===== config.mk =====
export PLATFORM = sky130hd
export DESIGN_NAME = ps2_frame_receiver
export DESIGN_NICKNAME = d
export VERILOG_FILES = /design/src/rtl/ps2_pkg.sv /design/src/rtl/ps2_clk_filter.sv /design/src/rtl/ps2_frame_receiver.sv
export SDC_FILE = /design/constraint.sdc
export NUM_CORES = 1
export LEC_CHECK = 0
export BUFFER_PORTS_ARGS = -buffer_cell sky130_fd_sc_hd__buf_2
export CORE_ASPECT_RATIO = 1.2
export CORE_MARGIN = 4
export CORE_UTILIZATION = 60
export DETAILED_ROUTE_END_ITERATION = 10
export GPL_TIMING_DRIVEN = 0
export PLACE_DENSITY = 0.79
export SYNTH_ARGS = -nofsm -noshare
export SYNTH_HDL_FRONTEND = slang
export SYNTH_SLANG_ARGS = --single-unit
export TNS_END_PERCENT = 30

===== constraint.sdc =====
create_clock -name CLOCK_50 -period 2.3 [get_ports CLOCK_50]
set_clock_uncertainty 0.15 [all_clocks]
set_input_delay 0.115 -clock CLOCK_50 [delete_from_list [all_inputs] [get_ports CLOCK_50]]
set_output_delay 0.115 -clock CLOCK_50 [all_outputs]
set_load 0.05 [all_outputs]

===== src/rtl/ps2_pkg.sv =====
// ps2_pkg: shared PS/2 receiver state encoding, frame levels and scan codes
package ps2_pkg;
    typedef enum logic [1:0] {IDLE, DATA, PARITY, STOP} ps2_state_t;
    localparam int DATA_BITS = 8;
    localparam logic START_LEVEL = 1'b0;
    localparam logic STOP_LEVEL = 1'b1;
    localparam logic [7:0] BREAK_CODE = 8'hF0;
    localparam logic [7:0] KEY_W = 8'h1D;
    localparam logic [7:0] KEY_A = 8'h1C;
    localparam logic [7:0] KEY_S = 8'h1B;
    localparam logic [7:0] KEY_D = 8'h23;
endpackage


===== src/rtl/ps2_clk_filter.sv =====
// ps2_clk_filter: 2-flop synchroniser, level glitch filter and filtered falling-edge pulse
module ps2_clk_filter #(
    parameter int FILTER_LEN = 8
) (
    input  logic CLOCK_50,
    input  logic resetn,
    input  logic raw,
    output logic level,
    output logic fall_edge
);
    localparam int CW = $clog2(FILTER_LEN + 1);
    localparam logic [CW-1:0] LAST = CW'(FILTER_LEN - 1);
    logic [1:0] sync;
    logic [CW-1:0] cnt;
    logic accept;
    assign accept = (sync[1] != level) && (cnt == LAST);
    always_ff @(posedge CLOCK_50 or negedge resetn) begin
        if (!resetn) begin
            sync <= 2'b11;
            cnt <= '0;
            level <= 1'b1;
            fall_edge <= 1'b0;
        end else begin
            sync <= {sync[0], raw};
            cnt <= (sync[1] == level || accept) ? '0 : cnt + CW'(1);
            level <= accept ? sync[1] : level;
            fall_edge <= accept && !sync[1];
        end
    end
endmodule


===== src/rtl/ps2_frame_receiver.sv =====
// ps2_frame_receiver: deframes 11-bit PS/2 device frames into a byte plus strobe, with parity/framing/timeout errors
module ps2_frame_receiver
    import ps2_pkg::*;
#(
    parameter int FILTER_LEN = 8,
    parameter int TIMEOUT_CYCLES = 50000
) (
    input  logic       CLOCK_50,
    input  logic       resetn,
    input  logic       PS2_CLK,
    input  logic       PS2_DAT,
    output logic [7:0] ps2_key_data,
    output logic       ps2_key_pressed,
    output logic       ps2_rx_error,
    output logic       ps2_busy
);
    localparam int WW = $clog2(TIMEOUT_CYCLES);
    localparam logic [WW-1:0] WD_LAST = WW'(TIMEOUT_CYCLES - 1);
    localparam logic [2:0] LAST_BIT = 3'(DATA_BITS - 1);
    ps2_state_t state, state_d;
    logic [2:0] bit_cnt, bit_d;
    logic [7:0] shift, shift_d, key_d;
    logic par, par_d, pressed_d, err_d;
    logic [WW-1:0] wd, wd_d;
    logic fall, dat, clk_level_unused, dat_fall_unused;
    ps2_clk_filter #(.FILTER_LEN(FILTER_LEN)) u_clk (
        .CLOCK_50(CLOCK_50), .resetn(resetn), .raw(PS2_CLK),
        .level(clk_level_unused), .fall_edge(fall)
    );
    // Data only needs synchronising; a 1-cycle filter is a plain extra flop
    ps2_clk_filter #(.FILTER_LEN(1)) u_dat (
        .CLOCK_50(CLOCK_50), .resetn(resetn), .raw(PS2_DAT),
        .level(dat), .fall_edge(dat_fall_unused)
    );
    assign ps2_busy = state != IDLE;
    always_ff @(posedge CLOCK_50 or negedge resetn) begin
        if (!resetn) begin
            state <= IDLE;
            bit_cnt <= '0;
            shift <= '0;
            par <= 1'b0;
            wd <= '0;
            ps2_key_data <= '0;
            ps2_key_pressed <= 1'b0;
            ps2_rx_error <= 1'b0;
        end else begin
            state <= state_d;
            bit_cnt <= bit_d;
            shift <= shift_d;
            par <= par_d;
            wd <= wd_d;
            ps2_key_data <= key_d;
            ps2_key_pressed <= pressed_d;
            ps2_rx_error <= err_d;
        end
    end
    always_comb begin
        state_d = state;
        bit_d = bit_cnt;
        shift_d = shift;
        par_d = par;
        key_d = ps2_key_data;
        pressed_d = 1'b0;
        err_d = 1'b0;
        wd_d = (fall || state == IDLE) ? '0 : (wd == '1 ? wd : wd + WW'(1));
        case (state)
            IDLE: if (fall) begin
                if (dat == START_LEVEL) begin
                    state_d = DATA;
                    bit_d = '0;
                    shift_d = '0;
                end else err_d = 1'b1;
            end
            DATA: if (fall) begin
                shift_d = {dat, shift[7:1]};
                bit_d = bit_cnt + 3'd1;
                state_d = bit_cnt == LAST_BIT ? PARITY : DATA;
            end
            PARITY: if (fall) begin
                par_d = dat;
                state_d = STOP;
            end
            STOP: if (fall) begin
                if (dat == STOP_LEVEL && (^shift ^ par)) begin
                    key_d = shift;
                    pressed_d = 1'b1;
                end else err_d = 1'b1;
                state_d = IDLE;
            end
            default: state_d = IDLE;
        endcase
        // A fall_edge in the timeout cycle keeps the frame alive
        if (state != IDLE && wd == WD_LAST && !fall) begin
            state_d = IDLE;
            err_d = 1'b1;
        end
    end
endmodule


==> impl_results.md, run 1 <==
- Vias in the first global route: 1815
- Number of flops mapped to enable cells by yosys: 0
- RSZ-0062 raised after global routing: false
- Root Driver: clkbuf_8
- Post-Synth Adder-Cell Area: 4.05%
- Met1 usage: 25.3%
- Gr ovfl total: 0
- Yosys warns: 0
- Dominant cell type by area after synthesis: dfrtp_1
- XOR/XNOR Fraction of Synth Area: 4.71%
- Worst-Margin Slew: 1.11 ns
- Tcrit/Tclk final: 92.2%
- Worst Hold Class: reg2reg
- R2R Setup Slk: 0.18 ns
- Critical Path Max Stage Delay: 0.44 ns
- TritonCTS clock tree: built
- Area grow syn2layout: 12.7%
- Final hold vios: 0
- Syn avg cell area: 11.3 um2
- RePlAce Congestion: 0.791
- Critical R2R Capture: state[1]$_DFFE_PN0P_
- Crit path DAT: 2.15 ns
- WS Path Type: reg2reg
- Critical path's top delay family: simple AND/OR/NAND/NOR gates
- I/O Buffers: 14
- Hold worst-path end: u_clk.sync[1]$_DFF_PN1_
- DR iter-0 viols: 82
- Pin count of the biggest net entering global routing: 53
- Clk slew on worst S/H paths: 0.10 ns
- DPL Wire Length: 3.06 mm
- Synth unique cells: 40
- Layout cells sized above 1: 19.3%
- Critical-path cell list: inv_1, ha_1, or2_2, nor4_2, nand2_1, a21boi_0
- Hold Path Depth: 0
- Worst skew pair latency: 0.31 ns
- Met2 usage: 34.8%
- Syn Nets: 230
- Worst Setup End Kind: flop
- Initial antenna violation count: 0
- Worst setup SP type: flop
- Clock sinks: 52
- Global-route wire length before repair: 8.18 mm
- Via Count: 1739
- Pwr dens: 766 nW/um2
- CP required: 2.33 ns
- Most frequent cell after synthesis: dfrtp_1
- Seq/Total Area, Yosys: 52.9%
- LEAKAGE: 1.26 nW
- Max Freq: 472 MHz
- Final wirelength: 4.45 mm
- Startpoint of the worst register-to-register path: state[0]$_DFFE_PN0P_
- Final setup viols: 0
- Synth cell count leaders: dfrtp_1 (46), a21oi_1 (15), nand2_1 (14), nor2_1 (14), mux2_2 (12)
- Top_reg_cell synth: dfrtp_1
- TNS Setup: 0 ns
- Normalized max-slew margin: 26.3%
- Critical path buffers and inverters: 1
- Largest family of logic cells by synthesized area: simple AND/OR/NAND/NOR gates
- Post-layout min period: 2.12 ns
- GRT busiest layer: met2
- Die height: 78.3 um
- Drt first pass iters: 4
- CTS Buf Count: 5
- Final nets: 254
- Synth Area in Compound Gates: 12.8%
- Row count: 25
- Final Max Tran Viols: 0
- CTS max path bufs: 2
- Core Region: 3970 um2
- Vias/cell: 5.86
- Met3 usage in global routing: 3.86%
- Max-cap viol count: 0
- Critical Path Start: state[0]$_DFFE_PN0P_
- DRC viols: 0
- GRT Total Usage: 20.3%
- Post-CTS setup buffer count: 0
- DIE AREA: 5220 um2
- Die outline width: 66.6 um
- Yosys top cell area share: 46.6%
- Min-delay src: u_clk.sync[0]$_DFF_PN1_
- H-tree depth: 2
- Synth Register Bits: 52
- Fin util: 70.1%
- Post-synth ARST share: 100%
- Initial Util: 62.2%
- Synth Area in Simple Gates: 16.4%
- Worst path slowest cell: dfrtp_1
- Main area contributors after synthesis: dfrtp_1 (47%), dfstp_2 (6.4%), mux2_2 (5.5%)
- Wire per inst: 15.0 um
- Mapped Cells: 218
- Detail Route Antenna Nets: 0
- Ant diodes: 0
- Mapped Area: 2470 um2
- CP max FO: 7
- R2R depth: 6
- Post-synthesis mux area share: 7.19%
- Outcome: finished, final reports clean
- Maximum vdd drop: 0.509 mV
- I/O pins: 15
## flip-flops by register name (all words and copies together) (netlist names)
register,cells
wd,16
u_clk.cnt,4
ps2_key_pressed,1
u_dat.level,1
ps2_rx_error,1
par,1
u_dat.sync,2
u_dat.cnt,1
u_clk.level,1
shift,8
u_clk.sync,2
bit_cnt,3
state,2
u_clk.fall_edge,1
ps2_key_data,8
## what timing repair did
action | 4_1_cts | 5_1_grt
setup endpoints to repair | 0 | 9
hold buffers | 3 | 0
resized for setup | 0 | 3
hold endpoints to repair | 48 | 0
## worst reg2reg max path: cells and delay by family, from the launching register on
family / cells / cell delay (ns)
AOI/OAI and AO/OA: 1 / 0.17
adders and majority gates: 1 / 0.29
buffers and inverters: 1 / 0.13
DFF: 1 / 0.44
and+or+nand+nor: 3 / 0.81
## layout by cell type (no fill, tap or decap), drive strengths merged, types with 2 or more instances in the layout
cell and instances:
buf 14, o21a 2, dfstp 6, nor2 14, nand2b 2, or4 7
or3 4, o31ai 8, ha 8, clkbuf 11, dlygate4sd3 3, nand4 4
mux2i 3, xor2 4, xnor2 4, nor3 4, nor3b 2, and4 4
nor4 4, inv 7, mux2 12, a22o 10, o21ai 6, nand3 9
nand2 14, a21boi 2, dfrtp 46, a21oi 15, xnor3 2, bufinv 2
## through the flow
step / setup slack, ns / std cells / area, um2 / hold slack (ns) / total power [mW]
after floorplan: 0.280 / 218 / 2470 / -0.331 / 1.30
after global placement: 0.123 / 286 / 2610 / 0.0701 / 1.39
after detailed placement: 0.0906 / 286 / 2610 / 0.0712 / 1.40
after CTS: 0.0464 / 297 / 2780 / 0.214 / 2.15
after global routing: 0.0199 / 297 / 2790 / 0.222 / 2.26
final: 0.180 / 297 / 2790 / 0.214 / 2.13
## where the power goes
group,switching [mW],internal (mW)
sequential,0.0528,0.981
clock,0.310,0.438
combinational,0.222,0.129
total,0.585,1.55
## cell type report
class | instances | area (um2)
fill | 318 | 1190
sequential | 52 | 1310
timing repair buffer | 17 | 100
multi-input combinational | 154 | 1120
clock inverter | 3 | 68.8
buffer | 6 | 23.8
inverter | 6 | 22.5
tap | 54 | 67.6
clock buffer | 5 | 68.8
## how the worst max path moves through the flow
stage,to,cells after the start
2_1_floorplan,state[1]$_DFFE_PN0P_,6
3_3_place_gp,state[1]$_DFFE_PN0P_,6
3_5_place_dp,state[1]$_DFFE_PN0P_,6
4_1_cts,state[1]$_DFFE_PN0P_,6
5_1_grt,wd[1]$_DFFE_PN0P_,6
6_report,state[1]$_DFFE_PN0P_,6
## layer usage
| metal | vias up | share of wire, % |
|---|---|---|
| met4 | 0 | 1.4 |
| met1 | 859 | 44 |
| li1 | 854 | - |
| met3 | 6 | 2.6 |
| met2 | 20 | 52 |
| met5 | - | 0 |
## cells by family after synthesis
logic type | Yosys count
compound gates | 47
buf+inv | 12
simple gates | 73
flops | 52
mux | 15
xor+xnor | 10
fa+ha+maj | 8
other cells | 1
No activity file was read; power rests on OpenSTA's default activity.
==> inputs of run 2 (changes only) <==
==> constraint.sdc (replaced) <==
create_clock -name CLOCK_50 -period 2.2 [get_ports CLOCK_50]
set_clock_uncertainty 0.15 [all_clocks]
set_input_delay 0.11 -clock CLOCK_50 [delete_from_list [all_inputs] [get_ports CLOCK_50]]
set_output_delay 0.11 -clock CLOCK_50 [all_outputs]
set_load 0.05 [all_outputs]
==> run 2 against run 1 <==
  * Worst hold slack about the same
  * Sequential share of layout area down 0.29 points
  * Critical path depth shrank 2
  * Largest cell class unchanged
  * Largest power group unchanged
  * Highest routed layer unchanged
==> impl_results.md, run 2 (synthesis results as in run 1) <==
- Post-CTS setup buffer count: 0
- Layout Cells excl Fill: 297
- Final setup viols: 0
- Maximum vdd drop: 0.533 mV
- Pin count of the biggest net entering global routing: 53
- Gr ovfl total: 0
- Final Max Tran Viols: 0
- CTS max path bufs: 2
- Largest reg by FF count: wd
- DPL Wire Length: 3.06 mm
- Detail Route Antenna Nets: 0
- Final wirelength: 4.53 mm
- Wire per inst: 15.2 um
- Fin util: 70.6%
- I/O pins: 15
- Multi-input logic area: 1140 um2
- Core Region: 3970 um2
- Setup slack after layout: 0.0856 ns
- Row count: 25
- Worst setup SP type: flop
- LEAKAGE: 1.26 nW
- CTS Buf Count: 5
- Layout cells sized above 1: 19.8%
- DR iter-0 viols: 82
- Final nets: 254
- Post-layout min period: 2.11 ns
- Vias in the first global route: 1815
- Outcome: finished, final reports clean
- CP max FO: 9
- WS Path Type: reg2reg
- Normalized max-slew margin: 26.2%
- Vias/cell: 5.90
- Final hold vios: 0
- RSZ-0062 raised after global routing: true
- Tcrit/Tclk final: 96.1%
- Die height: 78.3 um
- Initial Util: 62.2%
- Critical Path Max Stage Delay: 0.44 ns
- Drt first pass iters: 5
- Clk slew on worst S/H paths: 0.09 ns
- Max-cap viol count: 0
- GRT Total Usage: 20.3%
- Most common cell after layout, fill and taps aside: dfrtp_1
- Worst slack, placed: -0.00941 ns
- Worst-Margin Slew: 1.11 ns
- Max reg flops: 16
- RePlAce Congestion: 0.791
- TritonCTS clock tree: built
- Ant diodes: 0
- Clock sinks: 52
- Pwr dens: 795 nW/um2
- Max Freq: 473 MHz
- Crit path DAT: 2.16 ns
- Layout fillers: 316
- Worst path slowest cell: xnor3_2
- Initial antenna violation count: 0
- I/O Buffers: 14
- Via Count: 1752
- H-tree depth: 2
- CP required: 2.25 ns
- Biggest regs: wd (16), ps2_key_data (8), shift (8)
- Commonest non-fill, non-tap cells in the layout: dfrtp_1 (46), a21oi_1 (15), nor2_1 (14), nand2_1 (14), buf_2 (14)
- Worst skew pair latency: 0.31 ns
- Critical-path cell list: xor2_1, xnor3_2, mux2i_4, mux2_2
- Global-route wire length before repair: 8.17 mm
- Placed insts: 286
- Die outline width: 66.6 um
- Worst Hold Class: reg2reg
- Worst hold slack: 0.214 ns
- DIE AREA: 5220 um2
- Worst Setup End Kind: flop
- Register area: 1310 um2
- DRC viols: 0
- Area grow syn2layout: 13.4%
- Root Driver: clkbuf_8
==> run 2: cell counts in the layout (fill, tap and decap cells not counted) <==
No cell type changed its count.
==> run 2: where the power goes <==
part	internal, mW	switching [mW]	leakage, nW
Combinational	0.135	0.236	0.496
Sequential	1.03	0.0547	0.697
Clock	0.458	0.318	0.0687
==> run 2: area by class of cell <==
| cell class | instances | area share [%] |
|---|---|---|
| clock inverter | 3 | 2.46 |
| tap | 54 | 2.41 |
| inverter | 6 | 0.804 |
| clock buffer | 5 | 2.46 |
| multi-input combinational | 154 | 40.7 |
| timing repair buffer | 17 | 3.57 |
| sequential | 52 | 46.7 |
| buffer | 6 | 0.937 |
==> run 2: worst paths after layout <==
check,slack [ns],cells after the start,end,startpoint
min reg2reg,0.21,0,u_clk.sync[1]$_DFF_PN1_,u_clk.sync[0]$_DFF_PN1_
max in group asynchronous,0.81,2,wd[10]$_DFFE_PN0P_,resetn
max,0.09,4,ps2_key_data[6]$_DFFE_PN0P_,shift[4]$_DFFE_PN0P_
min,0.21,0,u_clk.sync[1]$_DFF_PN1_,u_clk.sync[0]$_DFF_PN1_
min in group asynchronous,0.41,2,ps2_key_data[3]$_DFFE_PN0P_,resetn
max reg2reg,0.09,4,ps2_key_data[6]$_DFFE_PN0P_,shift[4]$_DFFE_PN0P_
==> run 2: critical path, delay by kind of cell, from the launching register on <==
family	cells	cell delay [ns]
flip-flops	1	0.43
multiplexers	2	0.81
XOR/XNOR	2	0.61
==> run 2: per-stage QoR <==
| stage | TNS, ns | cell area (um2) | total power [mW] |
|---|---|---|---|
| CTS | 0 | 2780 | 2.25 |
| finish | 0 | 2800 | 2.23 |
| global placement | 0 | 2610 | 1.45 |
| detailed placement | -0.00941 | 2610 | 1.46 |
| global route | -0.0938 | 2800 | 2.36 |
| floorplan | 0 | 2470 | 1.36 |
==> run 2: timing repair <==
| action | CTS | global route |
|---|---|---|
| endpoints found under the setup margin | 3 | 16 |
| pin swaps | 0 | 1 |
| hold buffers | 3 | 0 |
| hold endpoints to repair | 48 | 0 |
| resized for setup | 1 | 6 |
==> run 2: routing by layer <==
layer / GRT usage, % / share of wire, %
met5: 0 / 0
met4: 7.11 / 1.4
met3: 3.86 / 3.1
met2: 34.8 / 53
met1: 25.2 / 43
